===== src/rtl/ddr3_ref_clk_training_pkg.sv =====
// Shared types and default parameters for the DDR3 CK0 reference-clock training controller.
// The optional eye-monitor qualification is enabled with `REFCLK_TRAIN_EYE_CHECK_EN.
package ddr3_ref_clk_training_pkg;

  localparam int DEF_MAX_TAPS      = 128;
  localparam int DEF_SETTLE_CYCLES = 4;
  localparam int DEF_SAMPLE_CYCLES = 8;
  localparam int WORD_W            = 8;

  typedef enum logic [3:0] {
    ST_IDLE,
    ST_LOAD,
    ST_WAIT,
    ST_CLEAR,
    ST_SAMPLE,
    ST_EVAL,
    ST_MOVE,
    ST_DONE,
    ST_FAIL
  } train_state_e;

  typedef enum logic [1:0] {
    CLS_LOW,
    CLS_HIGH,
    CLS_MIXED
  } sample_class_e;

endpackage


===== src/rtl/ddr3_ref_clk_sample_acc.sv =====
// AND/OR accumulator over RX_DATA words with a LOW/HIGH/MIXED classifier.
// An eye flag seen during the window forces the class to MIXED.
module ddr3_ref_clk_sample_acc
  import ddr3_ref_clk_training_pkg::*;
(
  input  logic              clk,
  input  logic              reset,
  input  logic              clear,
  input  logic              enable,
  input  logic [WORD_W-1:0] data,
  input  logic              eye_flag,
  output sample_class_e     sample_class
);

  logic [WORD_W-1:0] acc_or;
  logic [WORD_W-1:0] acc_and;
  logic              eye_seen;

  always_ff @(posedge clk) begin
    if (reset || clear) begin
      acc_or   <= '0;
      acc_and  <= '1;
      eye_seen <= 1'b0;
    end else if (enable) begin
      acc_or   <= acc_or | data;
      acc_and  <= acc_and & data;
      eye_seen <= eye_seen | eye_flag;
    end
  end

  always_comb begin
    sample_class = CLS_MIXED;
    if (eye_seen) begin
      sample_class = CLS_MIXED;
    end else if (acc_or == '0) begin
      sample_class = CLS_LOW;
    end else if (acc_and == '1) begin
      sample_class = CLS_HIGH;
    end
  end

endmodule


===== src/rtl/ddr3_ref_clk_training_ctrl.sv =====
// Steps the CK0 RX delay line tap by tap and reports the first tap where the sampled CK level flips.
// Define `REFCLK_TRAIN_EYE_CHECK_EN to pulse EYE_MONITOR_CLEAR_FLAGS and reject taps flagged EARLY/LATE.
module ddr3_ref_clk_training_ctrl
  import ddr3_ref_clk_training_pkg::*;
#(
  parameter  int MAX_TAPS      = DEF_MAX_TAPS,
  parameter  int SETTLE_CYCLES = DEF_SETTLE_CYCLES,
  parameter  int SAMPLE_CYCLES = DEF_SAMPLE_CYCLES,
  localparam int TAP_W         = $clog2(MAX_TAPS)
) (
  input  logic              FAB_CLK,
  input  logic              RESET,
  input  logic              START,
  output logic              BUSY,
  output logic              DONE,
  output logic              FAIL,
  output logic [TAP_W-1:0]  EDGE_TAP,
  output logic              REF_LEVEL,
  input  logic [WORD_W-1:0] RX_DATA,
  output logic              DELAY_LINE_LOAD,
  output logic              DELAY_LINE_MOVE,
  output logic              DELAY_LINE_DIRECTION,
  input  logic              DELAY_LINE_OUT_OF_RANGE,
  output logic              EYE_MONITOR_CLEAR_FLAGS,
  input  logic              EYE_MONITOR_EARLY,
  input  logic              EYE_MONITOR_LATE
);

  localparam int CNT_MAX = (SETTLE_CYCLES > SAMPLE_CYCLES) ? SETTLE_CYCLES : SAMPLE_CYCLES;
  localparam int CNT_W   = $clog2(CNT_MAX + 1);

`ifdef REFCLK_TRAIN_EYE_CHECK_EN
  localparam bit EYE_EN = 1'b1;
  logic eye_flag;
  assign eye_flag = EYE_MONITOR_EARLY | EYE_MONITOR_LATE;
`else
  localparam bit EYE_EN = 1'b0;
  logic eye_flag;
  logic unused_eye;
  assign eye_flag   = 1'b0;
  assign unused_eye = EYE_MONITOR_EARLY | EYE_MONITOR_LATE;
`endif

  train_state_e  state;
  logic [CNT_W-1:0] cnt;
  logic [TAP_W-1:0] tap;
  logic          has_ref;
  sample_class_e sample_class;
  logic          class_level;
  logic          edge_seen;

  ddr3_ref_clk_sample_acc u_sample_acc (
    .clk          (FAB_CLK),
    .reset        (RESET),
    .clear        (state == ST_CLEAR),
    .enable       (state == ST_SAMPLE),
    .data         (RX_DATA),
    .eye_flag     (eye_flag),
    .sample_class (sample_class)
  );

  assign class_level          = (sample_class == CLS_HIGH);
  assign edge_seen            = has_ref && (sample_class != CLS_MIXED) && (class_level != REF_LEVEL);
  assign DELAY_LINE_DIRECTION = BUSY;

  // Out-of-range from the IOD aborts training from any busy state, ahead of the normal flow.
  always_ff @(posedge FAB_CLK) begin
    if (RESET) begin
      state                   <= ST_IDLE;
      cnt                     <= '0;
      tap                     <= '0;
      has_ref                 <= 1'b0;
      BUSY                    <= 1'b0;
      DONE                    <= 1'b0;
      FAIL                    <= 1'b0;
      EDGE_TAP                <= '0;
      REF_LEVEL               <= 1'b0;
      DELAY_LINE_LOAD         <= 1'b0;
      DELAY_LINE_MOVE         <= 1'b0;
      EYE_MONITOR_CLEAR_FLAGS <= 1'b0;
    end else begin
      DELAY_LINE_LOAD         <= 1'b0;
      DELAY_LINE_MOVE         <= 1'b0;
      EYE_MONITOR_CLEAR_FLAGS <= 1'b0;
      if (BUSY && DELAY_LINE_OUT_OF_RANGE) begin
        state <= ST_FAIL;
        FAIL  <= 1'b1;
        BUSY  <= 1'b0;
      end else begin
        case (state)
          ST_IDLE, ST_DONE, ST_FAIL: begin
            if (START) begin
              DONE            <= 1'b0;
              FAIL            <= 1'b0;
              tap             <= '0;
              has_ref         <= 1'b0;
              BUSY            <= 1'b1;
              DELAY_LINE_LOAD <= 1'b1;
              state           <= ST_LOAD;
            end
          end
          ST_LOAD, ST_MOVE: begin
            cnt   <= '0;
            state <= ST_WAIT;
          end
          ST_WAIT: begin
            if (cnt == CNT_W'(SETTLE_CYCLES - 1)) begin
              EYE_MONITOR_CLEAR_FLAGS <= EYE_EN;
              state                   <= ST_CLEAR;
            end else begin
              cnt <= cnt + CNT_W'(1);
            end
          end
          ST_CLEAR: begin
            cnt   <= '0;
            state <= ST_SAMPLE;
          end
          ST_SAMPLE: begin
            if (cnt == CNT_W'(SAMPLE_CYCLES - 1)) begin
              state <= ST_EVAL;
            end else begin
              cnt <= cnt + CNT_W'(1);
            end
          end
          ST_EVAL: begin
            if (edge_seen) begin
              EDGE_TAP <= tap;
              DONE     <= 1'b1;
              BUSY     <= 1'b0;
              state    <= ST_DONE;
            end else begin
              if (!has_ref && (sample_class != CLS_MIXED)) begin
                REF_LEVEL <= class_level;
                has_ref   <= 1'b1;
              end
              if (tap == TAP_W'(MAX_TAPS - 1)) begin
                FAIL  <= 1'b1;
                BUSY  <= 1'b0;
                state <= ST_FAIL;
              end else begin
                DELAY_LINE_MOVE <= 1'b1;
                tap             <= tap + TAP_W'(1);
                state           <= ST_MOVE;
              end
            end
          end
          default: state <= ST_IDLE;
        endcase
      end
    end
  end

endmodule


===== config.mk =====
export PLATFORM = sky130hd
export DESIGN_NAME = ddr3_ref_clk_training_ctrl
export DESIGN_NICKNAME = d
export VERILOG_FILES = /design/src/rtl/ddr3_ref_clk_training_pkg.sv /design/src/rtl/ddr3_ref_clk_sample_acc.sv /design/src/rtl/ddr3_ref_clk_training_ctrl.sv
export SDC_FILE = /design/constraint.sdc
export NUM_CORES = 1
export LEC_CHECK = 0
export CORE_ASPECT_RATIO = 1.25
export CORE_UTILIZATION = 55
export CTS_CLUSTER_DIAMETER = 60
export CTS_CLUSTER_SIZE = 8
export DETAILED_ROUTE_END_ITERATION = 10
export PLACE_DENSITY = 0.8
export REMOVE_ABC_BUFFERS = 1
export SKIP_LAST_GASP = 1
export SYNTH_ARGS = -nofsm -noshare
export SYNTH_HDL_FRONTEND = slang
export SYNTH_SLANG_ARGS = --single-unit

===== constraint.sdc =====
create_clock -name FAB_CLK -period 4.76 [get_ports FAB_CLK]
set_input_delay 0.952 -clock FAB_CLK [delete_from_list [all_inputs] [get_ports FAB_CLK]]
set_output_delay 0.952 -clock FAB_CLK [all_outputs]
set_load 0.02 [all_outputs]

# Word level (Yosys, flattened, before mapping)
# Index checks and enable logic that the tools add are counted.
[classes]
n_addsub = 2
n_reduce_logical = 27
n_eq_ne = 30
n_bitwise = 6
n_mux = 32
[ops]
columns = ["op", "count"]
rows = [
  ["$mux 4", 8],
  ["$pmux 4 s6", 1],
  ["$mux 7", 3],
  ["$eq 4x3->1 const B", 5],
  ["$ne 2x2->1 const B", 10],
  ["$ne 3x3->1 const B", 6],
  ["$reduce_and 4->1", 4],
  ["$pmux 7 s2", 1],
  ["$eq 4x2->1 const B", 3],
  ["$mux 1", 12],
  ["$pmux 4 s3", 1],
  ["$reduce_and 3->1", 4],
  ["$reduce_and 5->1", 2],
  ["$reduce_or 3->1", 3],
  ["$and 8x8->8", 1],
  ["$eq 8x8->1 const B", 1],
  ["$logic_not 8->1", 1],
  ["$or 8x8->8", 1],
  ["$pmux 1 s2", 4],
  ["$add 7x1->7 const B", 1],
  ["$eq 7x7->1 const B", 1],
  ["$reduce_bool 3->1", 2],
  ["$add 4x1->4 const B", 1],
  ["$eq 4x1->1 const B", 1],
  ["other kinds (12)", 20],
]
[totals]
output_inout_bits = 15
word_cells = 111
input_bits = 14
regBits = 45

# Logic depth before layout (Yosys ltp)
[logic_depth]
word_depth = 9
ltp_mapped = 7
depth_no_buf = 6

# Hierarchy
# Synthesis repeated with hierarchy kept, for this count alone.
[unflattened]
cells_unflattened = 241
hier_area_um2 = 2114.5
[modules_own_cells]
columns = ["mod", "cells_each", "area_per_inst_um2", "n_inst"]
rows = [
  ["ddr3_ref_clk_training_ctrl", 177, 1554.0, 1],
  ["ddr3_ref_clk_sample_acc", 64, 560.5, 1],
]

# Worst setup path after synthesis
# OpenSTA, ideal clock, no wires.
[synth_path]
path_type = "input -> register"
startpoint = "in START"
endpoint = "reg tap[5]"
stages = 5
setup_time_ps = 70
required_time_ps = 4690
slack_ps = 2408
n_path_buf = 0
arrival_time_ps = 2282
path_cell_list = "or4b_4 > a31o_4 > nor2_2 > or4b_1 > a21oi_1"
[synth_via]
elab_chain_cells = 2
[synth_lines]
columns = ["item", "line", "rtl"]
rows = [
  ["from (decl)", "ddr3_ref_clk_training_ctrl.sv:13", "input logic START,"],
  ["$ne 2x2->1 (no source line)", "--", ""],
  ["$reduce_and 5->1 (no source line)", "--", ""],
  ["to (signal assigned)", "ddr3_ref_clk_training_ctrl.sv:142", "tap <= tap + TAP_W'(1);"],
  ["to (decl)", "ddr3_ref_clk_training_ctrl.sv:46", "logic [TAP_W-1:0] tap;"],
]
# No other way between the ends.
# A chain may end at the register's enable or synchronous reset.

# Worst setup path in the final report
# Same ends and word-level chain as after synthesis.

==> metrics.txt <==
status finished, violations left; violated checks DRC; Core ar. 3603 um^2; Syn Std Cell Area 2136 um^2; Critical R2R Launch state[1]$_SDFFE_PP0P_; DR vias/cell 5.957; EDFF count, synth 0; Critical Path AT 2980 ps; largest cells by area after synthesis dfxtp_1 42%, a21oi_1 6.3%, nor2_1 5.8%; largest net degree at the start of global routing 22; top cell type's share of synthesized area 42.18%; area delta synth->final 14.29%; maximum vdd drop 0.3535 mV; die area 4138 um^2; Worst slew margin 50.02%; #FFs+latches synth 45; sequential cell area 900.9 um^2; CP Max Fanout 8; DR pass1 iterations 7; R2R Path End tap[5]$_SDFFE_PP0P_; depth of the CTS H-tree 2; Post-Syn Instances 243; WHS Path Cells 2; DRC Markers 1; final hold violation count 0; via count 1,781; Chip Height 71.67 um; CTS root buffer clkbuf_8; GR Overflow Total 0; Setup crit start START; CP Launch Type input pin; Clock Tree Buf Depth 2; Global Route Usage Sum 22.51%; CTS tree built; # setup viols final 0; Critical Path Sink Type register; post-cts sizing count 0; syn avg cell area 8.789 um^2; Initial Utilization 59.27%; hold endpoint u_sample_acc.acc_and[5]$_SDFFE_PP1P_; Synth Flop Type dfxtp_1; critical path class in -> reg; multi-input logic area 1144 um^2; DPL Wire Length 3.012 mm; DR iter-0 viols 52; Clock transition at path regs 90 ps; Critical Path RT 5000 ps; max_cap viols 0; initial antenna violation count 0; synth warn 0; Rows 24; count of cell types in the netlist 58; Post-synth ARST share 0%; setup_tns 0 ps; dominant cell type by area after synthesis dfxtp_1; Reg2Reg Depth 5; Worst Hold Class reg -> reg; pin slew with the least headroom to its limit 747.3 ps; f_max 365.0 MHz; Final Skew 5.692 ps; Port-buffer cells 25; clock sinks 45; vias in the first global route 1,651; most common cell in the netlist dfxtp_1; drt total wl 4.230 mm; RSZ-0062 raised after global routing no; Placer Congestion 0.8035; ratio of cells with drive above 1 in the final layout 8.846%; crit share post-route 57.56%; Final min period 2740 ps; first-pass GRT wire length 7.210 mm; ant diodes 0; hold wc startpoint u_sample_acc.acc_and[5]$_SDFFE_PP1P_; static leakage 0.9171 nW; register area share after synthesis 42.18%; drt wl/cell 14.15 um; R2R setup slack 2280 ps; DRT antenna net count 0; Final Max Tran Viols 0; # fillers 308; cts hold-fix bufs 0; synth cell count leaders 45 x dfxtp_1, 33 x nor2_1, 27 x a21oi_1; worst-skew pair later-pin latency 310 ps; die span in x 57.74 um; TritonCTS buffer count 5; Setup Buffers After CTS 0; IO Pins 29; pwr dens 485.2 nW/um^2; worst hold slack 471.3 ps; Tot Pwr 0.001184 W; fin nets 275
cells in the final DEF (no fill, tap or decap), drive strengths merged, types with 3 or more instances in the layout:
cell type	count
a21oi	27
inv	3
nand4	4
dfxtp	45
nor3	7
clkbuf	5
or2	3
nand3b	3
a2111oi	3
nand2	16
or3	4
nor2	34
nand2b	4
mux2i	9
nand3	3
clkdlybuf4s50	25
and3	5
o21ai	17
nor4	3
registers in the layout (all words and copies together), names as in the netlist:
register / cells
tap: 7
BUSY: 1
FAIL: 1
state: 4
DONE: 1
EDGE_TAP: 7
u_sample_acc.acc_or: 8
DELAY_LINE_LOAD: 1
has_ref: 1
u_sample_acc.acc_and: 8
DELAY_LINE_MOVE: 1
cnt: 4
REF_LEVEL: 1
where the power goes:
| group | internal (W) | switching (W) | total [W] |
|---|---|---|---|
| combinational | 0.000194 | 0.000225 | 0.000420 |
| clock | 0.000104 | 0.000136 | 0.000240 |
| sequential | 0.000430 | 0.0000954 | 0.000525 |
final cells by class:
type                            count  share of cell area (%)
Inverter                            2                  0.3075
Clock buffer                        5                   2.819
Tap cell                           39                   1.999
Clock inverter                      3                  0.8713
Timing Repair Buffer               25                   10.25
Multi-Input combinational cell    180                   46.85
Sequential cell                    45                   36.90
critical path, cell delays in order:
cell             delay (ps)
clkdlybuf4s50_1         570
or4b_4                  510
a31o_4                  280
nor2_2                   80
or4b_1                  440
a21oi_1                 160
how the worst max path moves through the flow:
stage	end	cells past startpoint
after global routing	tap[5]$_SDFFE_PP0P_	6
after detailed placement	tap[5]$_SDFFE_PP0P_	6
after floorplan	tap[5]$_SDFFE_PP0P_	5
after global placement	tap[5]$_SDFFE_PP0P_	6
after CTS	tap[5]$_SDFFE_PP0P_	6
final	tap[5]$_SDFFE_PP0P_	6
layer usage:
layer | share of wire, % | wire [um] | vias up | GRT usage (%)
li1 | - | - | 909 | -
met1 | 45 | 1910 | 832 | 26.08
met2 | 50 | 2125 | 34 | 40.18
met3 | 3.1 | 131 | 6 | 4.874
met4 | 1.5 | 63 | 0 | 8.466
met5 | 0 | 0 | - | 0
metrics by stage:
| step | setup WS [ps] | util, % | area [um^2] | std cells |
|---|---|---|---|---|
| after floorplan | 2408 | - | 2052 | 227 |
| after global placement | 1752 | 65.24 | 2351 | 291 |
| after detailed placement | 1702 | 65.24 | 2351 | 291 |
| after CTS | 2008 | 67.74 | 2441 | 299 |
| after global routing | 1929 | 67.74 | 2441 | 299 |
| final | 2020 | 67.74 | 2441 | 299 |
kinds of logic (layout without fill, tap and decap cells):
kind of cell	Yosys count	after routing	share of synthesized area, %
xor gates and xnor gates	2	2	0.8203
and+or+nand+nor	102	102	27.36
muxes	10	10	4.745
buffers and inverters	18	35	4.277
DFF	45	45	42.18
adders and majority gates	2	2	1.171
AOI/OAI and AO/OA	63	63	19.27
other	1	1	0.1756
Note: power is estimated with default switching activity, not from simulation.
